==> src/rtl/column_count_pkg.sv <==
// Shared constants, state type and sizing helpers
// for the pipelined column ones counter.
package column_count_pkg;

  localparam int GROUP_W = 5;

  typedef enum logic {
    IDLE,
    ACCUM
  } state_e;

  function automatic int clog2(input int v);
    int r;
    int x;
    r = 0;
    x = v - 1;
    while (x > 0) begin
      r++;
      x = x >> 1;
    end
    return r;
  endfunction

  function automatic int num_groups(input int n);
    return (n + GROUP_W - 1) / GROUP_W;
  endfunction

  // beat count spans 0..N+1 (all bits plus carry)
  function automatic int count_w(input int n);
    return clog2(n + 2);
  endfunction

  localparam int DEF_N  = 16;
  localparam int DEF_G  = num_groups(DEF_N);
  localparam int DEF_CW = count_w(DEF_N);

endpackage

==> src/rtl/column_count_accum_ones_count5.sv <==
// Five-input ones counter, the leaf of the
// column reduction tree.
module ones_count5 (
  input  logic [4:0] bits_i,
  output logic [2:0] cnt_o
);

  always_comb begin
    cnt_o = '0;
    for (int i = 0; i < 5; i++) begin
      cnt_o = cnt_o + {2'b00, bits_i[i]};
    end
  end

endmodule

==> src/rtl/column_count_accum.sv <==
// Pipelined column ones counter with optional
// burst accumulation and saturating total.
module column_count_accum
  import column_count_pkg::*;
#(
  parameter int N     = 16,
  parameter int ACC_W = 16,
  parameter int PIPE  = 1
) (
  input  logic             clk,
  input  logic             rst,
  input  logic             in_valid,
  output logic             in_ready,
  input  logic [N-1:0]     in_bits,
  input  logic             in_carry,
  input  logic             in_mode,
  input  logic             in_last,
  output logic             out_valid,
  input  logic             out_ready,
  output logic [ACC_W-1:0] out_count,
  output logic             out_ovf
);

  localparam int G   = num_groups(N);
  localparam int CW  = count_w(N);
  localparam int PW  = G * GROUP_W;
  localparam int AW1 = ACC_W + 1;

  logic en;
  assign en       = !out_valid || out_ready;
  assign in_ready = en && !rst;

  logic [PW-1:0] padded;
  always_comb begin
    padded = '0;
    padded[N-1:0] = in_bits;
  end

  logic [G-1:0][2:0] grp_cnt;
  for (genvar g = 0; g < G; g++) begin : g_grp
    ones_count5 u_cnt (
      .bits_i (padded[g*GROUP_W +: GROUP_W]),
      .cnt_o  (grp_cnt[g])
    );
  end

  logic [G-1:0][2:0] s1_cnt_q;
  logic s1_valid_q, s1_carry_q;
  logic s1_mode_q, s1_last_q;

  always_ff @(posedge clk or posedge rst) begin
    if (rst) begin
      s1_valid_q <= 1'b0;
      s1_cnt_q   <= '0;
      s1_carry_q <= 1'b0;
      s1_mode_q  <= 1'b0;
      s1_last_q  <= 1'b0;
    end else if (en) begin
      s1_valid_q <= in_valid;
      s1_cnt_q   <= grp_cnt;
      s1_carry_q <= in_carry;
      s1_mode_q  <= in_mode;
      s1_last_q  <= in_last;
    end
  end

  logic [G-1:0][2:0] f_cnt;
  logic f_valid, f_carry;
  logic f_mode, f_last;

  if (PIPE == 2) begin : g_s2
    logic [G-1:0][2:0] s2_cnt_q;
    logic s2_valid_q, s2_carry_q;
    logic s2_mode_q, s2_last_q;

    always_ff @(posedge clk or posedge rst) begin
      if (rst) begin
        s2_valid_q <= 1'b0;
        s2_cnt_q   <= '0;
        s2_carry_q <= 1'b0;
        s2_mode_q  <= 1'b0;
        s2_last_q  <= 1'b0;
      end else if (en) begin
        s2_valid_q <= s1_valid_q;
        s2_cnt_q   <= s1_cnt_q;
        s2_carry_q <= s1_carry_q;
        s2_mode_q  <= s1_mode_q;
        s2_last_q  <= s1_last_q;
      end
    end

    assign f_valid = s2_valid_q;
    assign f_cnt   = s2_cnt_q;
    assign f_carry = s2_carry_q;
    assign f_mode  = s2_mode_q;
    assign f_last  = s2_last_q;
  end else begin : g_s1
    assign f_valid = s1_valid_q;
    assign f_cnt   = s1_cnt_q;
    assign f_carry = s1_carry_q;
    assign f_mode  = s1_mode_q;
    assign f_last  = s1_last_q;
  end

  logic [CW-1:0] beat_cnt;
  always_comb begin
    beat_cnt = CW'(f_carry);
    for (int g = 0; g < G; g++) begin
      beat_cnt = beat_cnt + CW'(f_cnt[g]);
    end
  end

  state_e state_q, state_d;
  logic [ACC_W-1:0] acc_q, acc_d;
  logic ovf_q, ovf_d;
  logic ov_q, ov_d;
  logic [ACC_W-1:0] oc_q, oc_d;
  logic oo_q, oo_d;

  logic [ACC_W-1:0] beat_ext;
  logic [AW1-1:0] sum;
  logic sat;
  logic [ACC_W-1:0] acc_sat;

  assign beat_ext = ACC_W'(beat_cnt);
  assign sum      = {1'b0, acc_q} + AW1'(beat_cnt);
  assign sat      = sum[ACC_W];
  assign acc_sat  = sat ? '1 : sum[ACC_W-1:0];

  always_comb begin
    state_d = state_q;
    acc_d   = acc_q;
    ovf_d   = ovf_q;
    ov_d    = 1'b0;
    oc_d    = oc_q;
    oo_d    = oo_q;
    if (f_valid) begin
      unique case (state_q)
        IDLE: begin
          if (!f_mode || f_last) begin
            ov_d = 1'b1;
            oc_d = beat_ext;
            oo_d = 1'b0;
          end else begin
            acc_d   = beat_ext;
            ovf_d   = 1'b0;
            state_d = ACCUM;
          end
        end
        ACCUM: begin
          if (f_last) begin
            ov_d    = 1'b1;
            oc_d    = acc_sat;
            oo_d    = ovf_q | sat;
            acc_d   = '0;
            ovf_d   = 1'b0;
            state_d = IDLE;
          end else begin
            acc_d = acc_sat;
            ovf_d = ovf_q | sat;
          end
        end
        default: state_d = IDLE;
      endcase
    end
  end

  always_ff @(posedge clk or posedge rst) begin
    if (rst) begin
      state_q <= IDLE;
      acc_q   <= '0;
      ovf_q   <= 1'b0;
      ov_q    <= 1'b0;
      oc_q    <= '0;
      oo_q    <= 1'b0;
    end else if (en) begin
      state_q <= state_d;
      acc_q   <= acc_d;
      ovf_q   <= ovf_d;
      ov_q    <= ov_d;
      oc_q    <= oc_d;
      oo_q    <= oo_d;
    end
  end

  assign out_valid = ov_q;
  assign out_count = oc_q;
  assign out_ovf   = oo_q;

endmodule

==> config.mk <==
export PLATFORM = sky130hd
export DESIGN_NAME = column_count_accum
export DESIGN_NICKNAME = d
export VERILOG_FILES = /design/src/rtl/column_count_pkg.sv /design/src/rtl/column_count_accum_ones_count5.sv /design/src/rtl/column_count_accum.sv
export SDC_FILE = /design/constraint.sdc
export NUM_CORES = 1
export LEC_CHECK = 0
export CORE_MARGIN = 8
export CORE_UTILIZATION = 35
export CTS_CLUSTER_DIAMETER = 120
export CTS_CLUSTER_SIZE = 10
export DETAILED_ROUTE_END_ITERATION = 16
export DONT_BUFFER_PORTS = 1
export GPL_TIMING_DRIVEN = 0
export PLACE_DENSITY = 0.5
export SYNTH_ARGS = -nofsm -noshare
export SYNTH_HDL_FRONTEND = slang
export SYNTH_HIERARCHICAL = 1
export SYNTH_SLANG_ARGS = --single-unit
==> constraint.sdc <==
create_clock -name clk -period 3.55 [get_ports clk]
set_input_delay 0.71 -clock clk [delete_from_list [all_inputs] [get_ports clk]]
set_output_delay 0.71 -clock clk [all_outputs]
set_load 0.03 [all_outputs]
==> metrics.cfg, run 1 <==
[layout]
final_cells = 509
final_nets = 448
drive_gt1_share_pct = 27.1
seq_area_um2 = 1300
syn_to_final_growth_pct = 26.7
multi_input_area_um2 = 2040
diodes = 0
layout_common_cells = nand2_1 (52), dfrtp_1 (52), inv_1 (37), buf_4 (19), o21ai_1 (17)
fillers = 885
final_util_pct = 45.1

[clock_tree]
clock_path_buffers = 2
htreeDepth = 2
cts_tree = yes
clk_pin_slew_ns = 0.10
cts.sink_count = 52
clockRootBuffer = clkbuf_8
numCtsBuffers = 5
cts_hold_buf = 0
insertion_delay_ns = 0.31

[logic_synthesis]
synth_edf_count = 0
synthesis.area_um2 = 3240
ys.flop_type = dfrtp_1
synth_cell_type_count = 47
async_flop_share_pct = 100
netlist_instances = 360
syn_area_per_cell_um2 = 9.01
seq_area_frac_synth_pct = 40.1
ys_seq_elements = 52
ys_warn_count = 6

[worst_setup_path]
cp.depth = 16
cpPeakStageDelay_ns = 0.53
cpLargestDelayFamily = adder cells
cp.required_ns = 3.79
cp_slowest_cell = fa_1
worst-path-buf-inv = 4
critPathCaptureType = flop
cp.arrival_ns = 3.93
path_cells = fa_1, inv_1, fa_1, inv_1, ha_4, inv_2, fa_2, xnor2_4, ha_4, nand3_4, o22a_4, or3_4, buf_6, nand3_2, o21ai_2, o21ai_2
crit_path_max_fanout = 5
crit_type = reg -> reg
r2r_cells = 16
start_kind = flop

[sta]
maxSlewHeadroom_pct = 53.2
rsz0062_at_grt = yes
tightestPinTransition_ns = 0.699
fin_crit_sh_pct = 104
setup_violations = 31
hold_viol_final = 0
skew_ns = 0.0112
drv_slew = 0
setup_slack_ns = -0.141
fin_crit_ns = 3.69
fmax_ghz = 0.271

[power]
powerDensity_nw_per_um2 = 1150
total_leakage_power_nw = 1.93
ir_worst_vdd_v = 0.000827

[global_routing]
grt_max_degree = 32
grt_pass1_wl_um = 13500
grt_use_total_pct = 13.2
grt_pass1_vias = 2613
grt-ovfl-total = 0
antenna_found_initial = 0

[routing]
wire_per_inst_um = 15.8
drtIter0Drc = 125
wirelength_um = 8050
drtAntennaViolNets = 0
num_vias = 2569
first_pass_iters = 4
viasPerCell = 5.05
drc_errors = 0

[floorplanning]
die_area_um2 = 12600
ios = 42
dieHeight_um = 112
start_util_pct = 35.6
core_area_um2 = 9110
rows = 35
die_x_um = 112

[placed_design]
dp_cells = 475
gp_congestion = 0.768
dpl.hpwl_um = 5630
io_buffers = 0

[status]
violations = setup timing
status = finished, violations left

[hold_path]
hold_path_class = in -> async

[run]
maxCapViolCount = 0

[metal layers]
metal,vias to the layer above,GRT usage [%],share of wire (%)
met1,1243,17.4,45
li1,1257,-,-
met3,6,3.33,5.8
met4,0,3.51,0.89
met5,-,0,0
met2,63,21.1,48
[logic make-up after synthesis]
family          count (synthesis)  synth area share, %
flops                          52                 40.1
fa+ha+maj                      28                 14.5
simple gates                  107                 15.5
xor+xnor                       11                 2.97
other cells                     1                0.116
compound gates                 94                 18.1
mux                             1                0.347
buf+inv                        66                 8.33
[final timing paths]
check	start	endpoint	slack, ns
max in group asynchronous	rst	ovf_q	2.69
worst max register to register	f_cnt[0]	out_count[2]	-0.14
worst min register to register	f_cnt[0]	f_cnt[0]	0.52
min in group clk	f_cnt[0]	f_cnt[0]	0.52
worst min-delay path	rst	f_cnt[3]	0.31
worst max-delay path	f_cnt[0]	out_count[2]	-0.14
[per-stage QoR]
step | worst slack [ns] | cell area, µm² | total power (W) | setup TNS [ns] | hold slack [ns]
4_1_cts | -0.171 | 3950 | 0.00436 | -2.48 | 0.326
3_3_place_gp | -0.372 | 3430 | 0.00299 | -8.48 | 0.474
2_1_floorplan | -0.0549 | 3290 | 0.00256 | -0.240 | 0.454
6_report | -0.141 | 4110 | 0.00473 | -1.98 | 0.310
5_1_grt | -0.264 | 4110 | 0.00515 | -6.13 | 0.337
3_5_place_dp | -0.384 | 3450 | 0.00301 | -8.97 | 0.479
[state kept, by name (all words and copies together) (netlist names)]
name and cells:
state_q 1, ovf_q 1, out_count 16, out_ovf 1, f_last 1, f_valid 1, f_carry 1, acc_q 16
out_valid 1, f_cnt 12, f_mode 1
[synthesized netlist by cell type (2+ instances only)]
cell      instances  share of area, %
nand2_1          53               6.1
dfrtp_1          52                40
inv_1            47               5.4
o21ai_0          31               4.8
nor2_1           25               2.9
fa_1             16               9.9
a21oi_1          13               2.0
clkbuf_1         13               1.5
ha_1             12               4.6
o21ai_1          11               1.7
xnor2_1          11               3.0
a21o_1            9               2.1
a22o_1            6               1.6
nand3_1           6              0.93
o211ai_1          5               1.2
and4_1            4               1.1
o21ai_2           4               1.1
and3_1            3              0.58
nor2b_1           3              0.58
or3_1             3              0.58
a22oi_1           2              0.46
a31oi_1           2              0.39
buf_2             2              0.31
buf_6             2              0.69
nor3_1            2              0.31
o22ai_1           2              0.39
[where the power goes]
group	leakage [nW]	internal, W	total, W	switching, W
logic	1.19	0.00169	0.00345	0.00177
clock network	0.0552	0.000210	0.000411	0.000201
registers	0.680	0.000718	0.000864	0.000146
[cell type report]
class / instances / share of cell area [%]
Buffer: 19 / 2.37
Clock buffer: 6 / 1.77
Clock inverter: 2 / 0.852
Inverter: 47 / 4.29
Multi-Input combinational cell: 245 / 49.7
Sequential cell: 52 / 31.7
Tap cell: 111 / 3.38
Timing Repair Buffer: 27 / 6.03
[timing repair]
item | CTS | global route
setup endpoints to repair | 34 | 34
gates cloned | 2 | 0
endpoints found under the hold margin | 0 | 0
buffers inserted | 20 | 4
gates resized for setup | 64 | 34
pin swaps | 32 | 28
No activity file was read; power rests on OpenSTA's default activity.
==> run 2, diff against run 1 <==
--- a/config.mk
+++ b/config.mk
@@ -5,6 +5,8 @@
 export SDC_FILE = /design/constraint.sdc
 export NUM_CORES = 1
 export LEC_CHECK = 0
+export CELL_PAD_IN_SITES_DETAIL_PLACEMENT = 0
+export CELL_PAD_IN_SITES_GLOBAL_PLACEMENT = 2
 export CORE_MARGIN = 8
 export CORE_UTILIZATION = 35
 export CTS_CLUSTER_DIAMETER = 120
@@ -12,7 +14,7 @@
 export DETAILED_ROUTE_END_ITERATION = 16
 export DONT_BUFFER_PORTS = 1
 export GPL_TIMING_DRIVEN = 0
-export PLACE_DENSITY = 0.5
+export PLACE_DENSITY = 0.74
 export SYNTH_ARGS = -nofsm -noshare
 export SYNTH_HDL_FRONTEND = slang
 export SYNTH_HIERARCHICAL = 1
==> constraint.sdc (replaced) <==
create_clock -name clk -period 3.55 [get_ports clk]
set_input_delay 0.355 -clock clk [delete_from_list [all_inputs] [get_ports clk]]
set_output_delay 0.355 -clock clk [all_outputs]
set_load 0.03 [all_outputs]
==> run 2 against run 1 <==
  * The run still ends with setup timing left
  * Flip-flop and latch count is the same
  * Routed wire length increased by 3.9%
  * Final cell count is 0.39% higher
  * Utilization is 0.89 points higher
  * Global-route usage grew 0.73 points
  * Clock-buffer cell count rose by 1
  * Non-clock buffer count is 2 higher
  * Maximum frequency grew 0.46%
  * Register-to-register slack better by 0.02 ns
  * First-iteration DRC count fell by 15%
==> metrics.cfg, run 2 (synthesized netlist as in run 1, its figures left out) <==
[status]
status = finished, violations left
violations = setup timing

[clock_tree]
numCtsBuffers = 5
clockRootBuffer = clkbuf_8
clk_pin_slew_ns = 0.10
cts.sink_count = 52
clock_path_buffers = 2
htreeDepth = 2
cts_tree = yes
insertion_delay_ns = 0.31

[placed_design]
io_buffers = 0
dpl.hpwl_um = 5890
gp_congestion = 0.724

[layout]
layout_common_cells = nand2_1 (52), dfrtp_1 (52), inv_1 (41), buf_4 (17), o21ai_1 (15)
diodes = 0
syn_to_final_growth_pct = 29.2
drive_gt1_share_pct = 28.2
fillers = 896
final_nets = 450

[worst_setup_path]
crit_path_max_fanout = 5
reg2reg_to = out_count[2]
cp.arrival_ns = 3.92
crit_type = reg -> reg
critPathCaptureType = flop
cp.required_ns = 3.79
start_kind = flop
reg2reg_from = f_cnt[4]
r2r_slack_ns = -0.12
r2r_cells = 16

[sta]
hold_ws_ns = 0.156
fin_crit_ns = 3.67
hold_viol_final = 0
skew_ns = 0.00635
rsz0062_at_grt = yes
tns_ns = -1.20
fmax_ghz = 0.272
tightestPinTransition_ns = 0.731
setup_violations = 18
drv_slew = 0
maxSlewHeadroom_pct = 51.3
fin_crit_sh_pct = 103
setup_slack_ns = -0.124

[floorplanning]
dieHeight_um = 112
start_util_pct = 35.6
die_area_um2 = 12600
rows = 35
ios = 42
die_x_um = 112
core_area_um2 = 9110

[global_routing]
grt_max_degree = 29
grt_pass1_wl_um = 14200
grt_use_total_pct = 14.0
antenna_found_initial = 0
grt-ovfl-total = 0
grt_pass1_vias = 2698

[routing]
wire_per_inst_um = 16.4
first_pass_iters = 4
viasPerCell = 5.09
wirelength_um = 8370
drc_errors = 0
num_vias = 2601
drtAntennaViolNets = 0
drtIter0Drc = 106

[hold_path]
min-delay-start = in_valid
hold-path-cell-count = 2
hold_end = f_valid
hold_path_class = in -> reg

[run]
maxCapViolCount = 0

-- run 2: changes by cell type in the layout (fill, tap and decap cells not counted), sizes merged --
cell / change
buf: +1
bufinv: -1
clkbuf: +1
clkinv: -1
clkinvlp: +1
dlygate4sd3: +1
-- run 2: layout make-up --
type	instances	area, µm²	share of cell area, %
clock buffer	7	86.3	2.06
inverter	47	176	4.21
clock inverter	1	7.51	0.179
buffer	19	110	2.63
tap	111	139	3.31
sequential	52	1300	31.0
multi-input combinational	245	2100	50.0
timing repair buffer	29	274	6.54
-- run 2: worst max-delay path, cell delays in order (launching register included) --
cell     delay (ns)
dfrtp_1        0.35
inv_2          0.05
fa_1           0.54
fa_1           0.40
inv_1          0.07
ha_2           0.18
inv_2          0.04
fa_2           0.37
xnor2_4        0.15
ha_4           0.30
nand3_4        0.08
o22a_4         0.26
or3_4          0.39
buf_8          0.15
nand3_4        0.08
o21ai_4        0.07
o21ai_2        0.11
-- run 2: what timing repair did --
action,4_1_cts,5_1_grt
resized for setup,65,47
pin swaps,30,27
endpoints found under the hold margin,24,0
setup endpoints to repair,34,34
cloned,2,0
buffers inserted,19,7
hold buffers,1,0
-- run 2: layer usage --
metal	vias to the layer above	global-route usage, %	part of all wire [%]
li1	1270	-	-
met1	1268	18.2	46
met2	56	22.6	48
met3	7	3.65	5.5
met4	0	3.24	0.85
met5	-	0	0
-- run 2: per-stage QoR --
stage | cell area, µm² | setup WS [ns] | utilization, % | cells
after global placement | 3430 | -0.407 | 37.7 | 474
after floorplan | 3290 | -0.0549 | - | 363
after CTS | 3950 | -0.179 | 43.3 | 505
after detailed placement | 3450 | -0.399 | 37.9 | 475
after global routing | 4190 | -0.271 | 46.0 | 511
final | 4190 | -0.124 | 46.0 | 511
-- run 2: how the worst max path moves through the flow --
stage	to	from
final	out_count[2]	f_cnt[4]
after global routing	out_count[2]	f_cnt[4]
after CTS	out_count[7]	f_cnt[1]
after detailed placement	acc_q[6]	f_cnt[7]
after global placement	acc_q[6]	f_cnt[7]
after floorplan	out_count[12]	f_cnt[7]
Power of run 2 is not shown: default switching activity piles up to over one toggle a cycle in this logic, so the estimate is an artifact.
==> run 3, diff against run 2 <==
--- a/config.mk
+++ b/config.mk
@@ -7,7 +7,6 @@
 export LEC_CHECK = 0
 export CELL_PAD_IN_SITES_DETAIL_PLACEMENT = 0
 export CELL_PAD_IN_SITES_GLOBAL_PLACEMENT = 2
-export CORE_MARGIN = 8
 export CORE_UTILIZATION = 35
 export CTS_CLUSTER_DIAMETER = 120
 export CTS_CLUSTER_SIZE = 10
==> run 3 against run 2 <==
  * The run ends with DRC, hold timing, setup timing left
  * Hold slack worse by 0.17 ns
  * Critical path depth unchanged
  * Routed wire length fell by 5.5%
  * First-iteration DRC count is 0.94% higher
  * Critical path type unchanged
  * Largest cell class unchanged
  * Highest routed layer unchanged
==> metrics.cfg, run 3 (synthesized netlist as in run 1, its figures left out) <==
[status]
status = finished, violations left
violations = DRC, hold timing, setup timing

[layout]
syn_to_final_growth_pct = 25.5
diodes = 0
final_cells = 505
layout_common_cells = nand2_1 (52), dfrtp_1 (52), inv_1 (40), nor2_1 (18), o21ai_0 (17)
drive_gt1_share_pct = 24.7
multi_input_area_um2 = 2010
final_nets = 447
final_util_pct = 46.0
seq_area_um2 = 1300
fillers = 871

[clock_tree]
insertion_delay_ns = 0.31
cts_tree = yes
cts.sink_count = 52
clk_pin_slew_ns = 0.10
cts_hold_buf = 0
clockRootBuffer = clkbuf_8
htreeDepth = 2
numCtsBuffers = 5
clock_path_buffers = 2

[sta]
skew_ns = 0.00589
maxSlewHeadroom_pct = 54.3
fin_crit_ns = 3.66
tightestPinTransition_ns = 0.686
drv_slew = 0
hold_viol_final = 25
setup_slack_ns = -0.113
fmax_ghz = 0.273
setup_violations = 25
rsz0062_at_grt = yes
fin_crit_sh_pct = 103
hold_ws_ns = -0.0143

[worst_setup_path]
cp_slowest_cell = fa_1
cp.required_ns = 3.80
start_kind = flop
cp.arrival_ns = 3.91
cpLargestDelayFamily = adder cells
crit_type = reg -> reg
path_cells = inv_1, fa_1, fa_1, inv_2, ha_4, inv_2, fa_2, xnor2_4, ha_4, nand3_4, o22a_4, or3_4, buf_6, nand3_2, o21ai_2, o21ai_2
crit_path_max_fanout = 5
critPathCaptureType = flop
worst-path-buf-inv = 4
cpPeakStageDelay_ns = 0.56

[global_routing]
met2_usage_pct = 27.1
busiest_layer = met2
grt-ovfl-total = 0
antenna_found_initial = 0
grt_use_total_pct = 17.2
grt_max_degree = 28
grt_use_met1_pct = 24.7
grtUsageMet3_pct = 3.08
grt_pass1_vias = 2505
grt_pass1_wl_um = 13100

[power]
ir_worst_vdd_v = 0.000644
pwr-share-clk_pct = 9.0
total_leakage_power_nw = 1.91
powerDensity_nw_per_um2 = 1150
p_int_w = 0.00258
p_switching_w = 0.00210
power_w = 0.00467
p_sw_share_pct = 44.9
p_comb_share_pct = 72.6
pwr-share-seq_pct = 18.4

[floorplanning]
die_area_um2 = 9660
rows = 34
core_area_um2 = 8850
die_x_um = 98.3
dieHeight_um = 98.3
start_util_pct = 36.7
ios = 42

[hold_path]
hold_path_class = in -> async

[placed_design]
dp_cells = 472
dpl.hpwl_um = 5610
gp_congestion = 0.742
io_buffers = 0

[routing]
wire_per_inst_um = 15.7
viasPerCell = 5.10
num_vias = 2573
first_pass_iters = 10
drtAntennaViolNets = 0
drtIter0Drc = 107
wirelength_um = 7900
drc_errors = 5

[run]
maxCapViolCount = 0

run 3: final timing paths:
path | from | endpoint | slack, ns | cells after the start
max | f_cnt[4] | out_count[2] | -0.11 | 16
min | rst | out_valid | -0.01 | 1
max reg2reg | f_cnt[4] | out_count[2] | -0.11 | 16
min reg2reg | ovf_q | ovf_q | 0.50 | 2
max in group asynchronous | rst | acc_q[4] | 3.01 | 2
min in group clk | in_mode | f_mode | 0.16 | 2
run 3: what timing repair did:
action                                  CTS  global route
endpoints found under the setup margin   34            34
gates resized for setup                  25            64
pin swaps                                15            31
buffers inserted                         13            10
gates cloned                              1             1
run 3: power groups by stage:
stage          registers [W]  logic, W  clock network [W]
6_report            0.000861   0.00339           0.000420
2_1_floorplan       0.000854   0.00171                  0
3_5_place_dp        0.000873   0.00217                  0
3_3_place_gp        0.000868   0.00215                  0
4_1_cts             0.000864   0.00264           0.000441
5_1_grt             0.000879   0.00372           0.000460
run 3: per-layer routing:
metal  vias up  share of wire (%)
met5         -                  0
met4         0                1.0
met2        55                 45
li1       1260                  -
met3         7                4.7
met1      1251                 50
run 3: final cells by class:
type	instances	share of cell area (%)
buffer	19	2.49
clock buffer	6	1.78
clock inverter	2	0.861
inverter	47	4.34
multi-input combinational	245	49.3
sequential	52	32.0
tap	108	3.32
timing repair buffer	26	5.93
run 3: per-stage QoR:
step | TNS, ns | setup slack [ns] | hold WS [ns] | area, µm²
2_1_floorplan | -0.240 | -0.0549 | 0.454 | 3290
3_3_place_gp | -9.04 | -0.392 | 0.472 | 3430
3_5_place_dp | -9.63 | -0.412 | 0.345 | 3450
4_1_cts | -5.15 | -0.197 | 0.00912 | 3730
5_1_grt | -6.46 | -0.260 | 0.0202 | 4070
6_report | -1.64 | -0.113 | -0.0143 | 4070
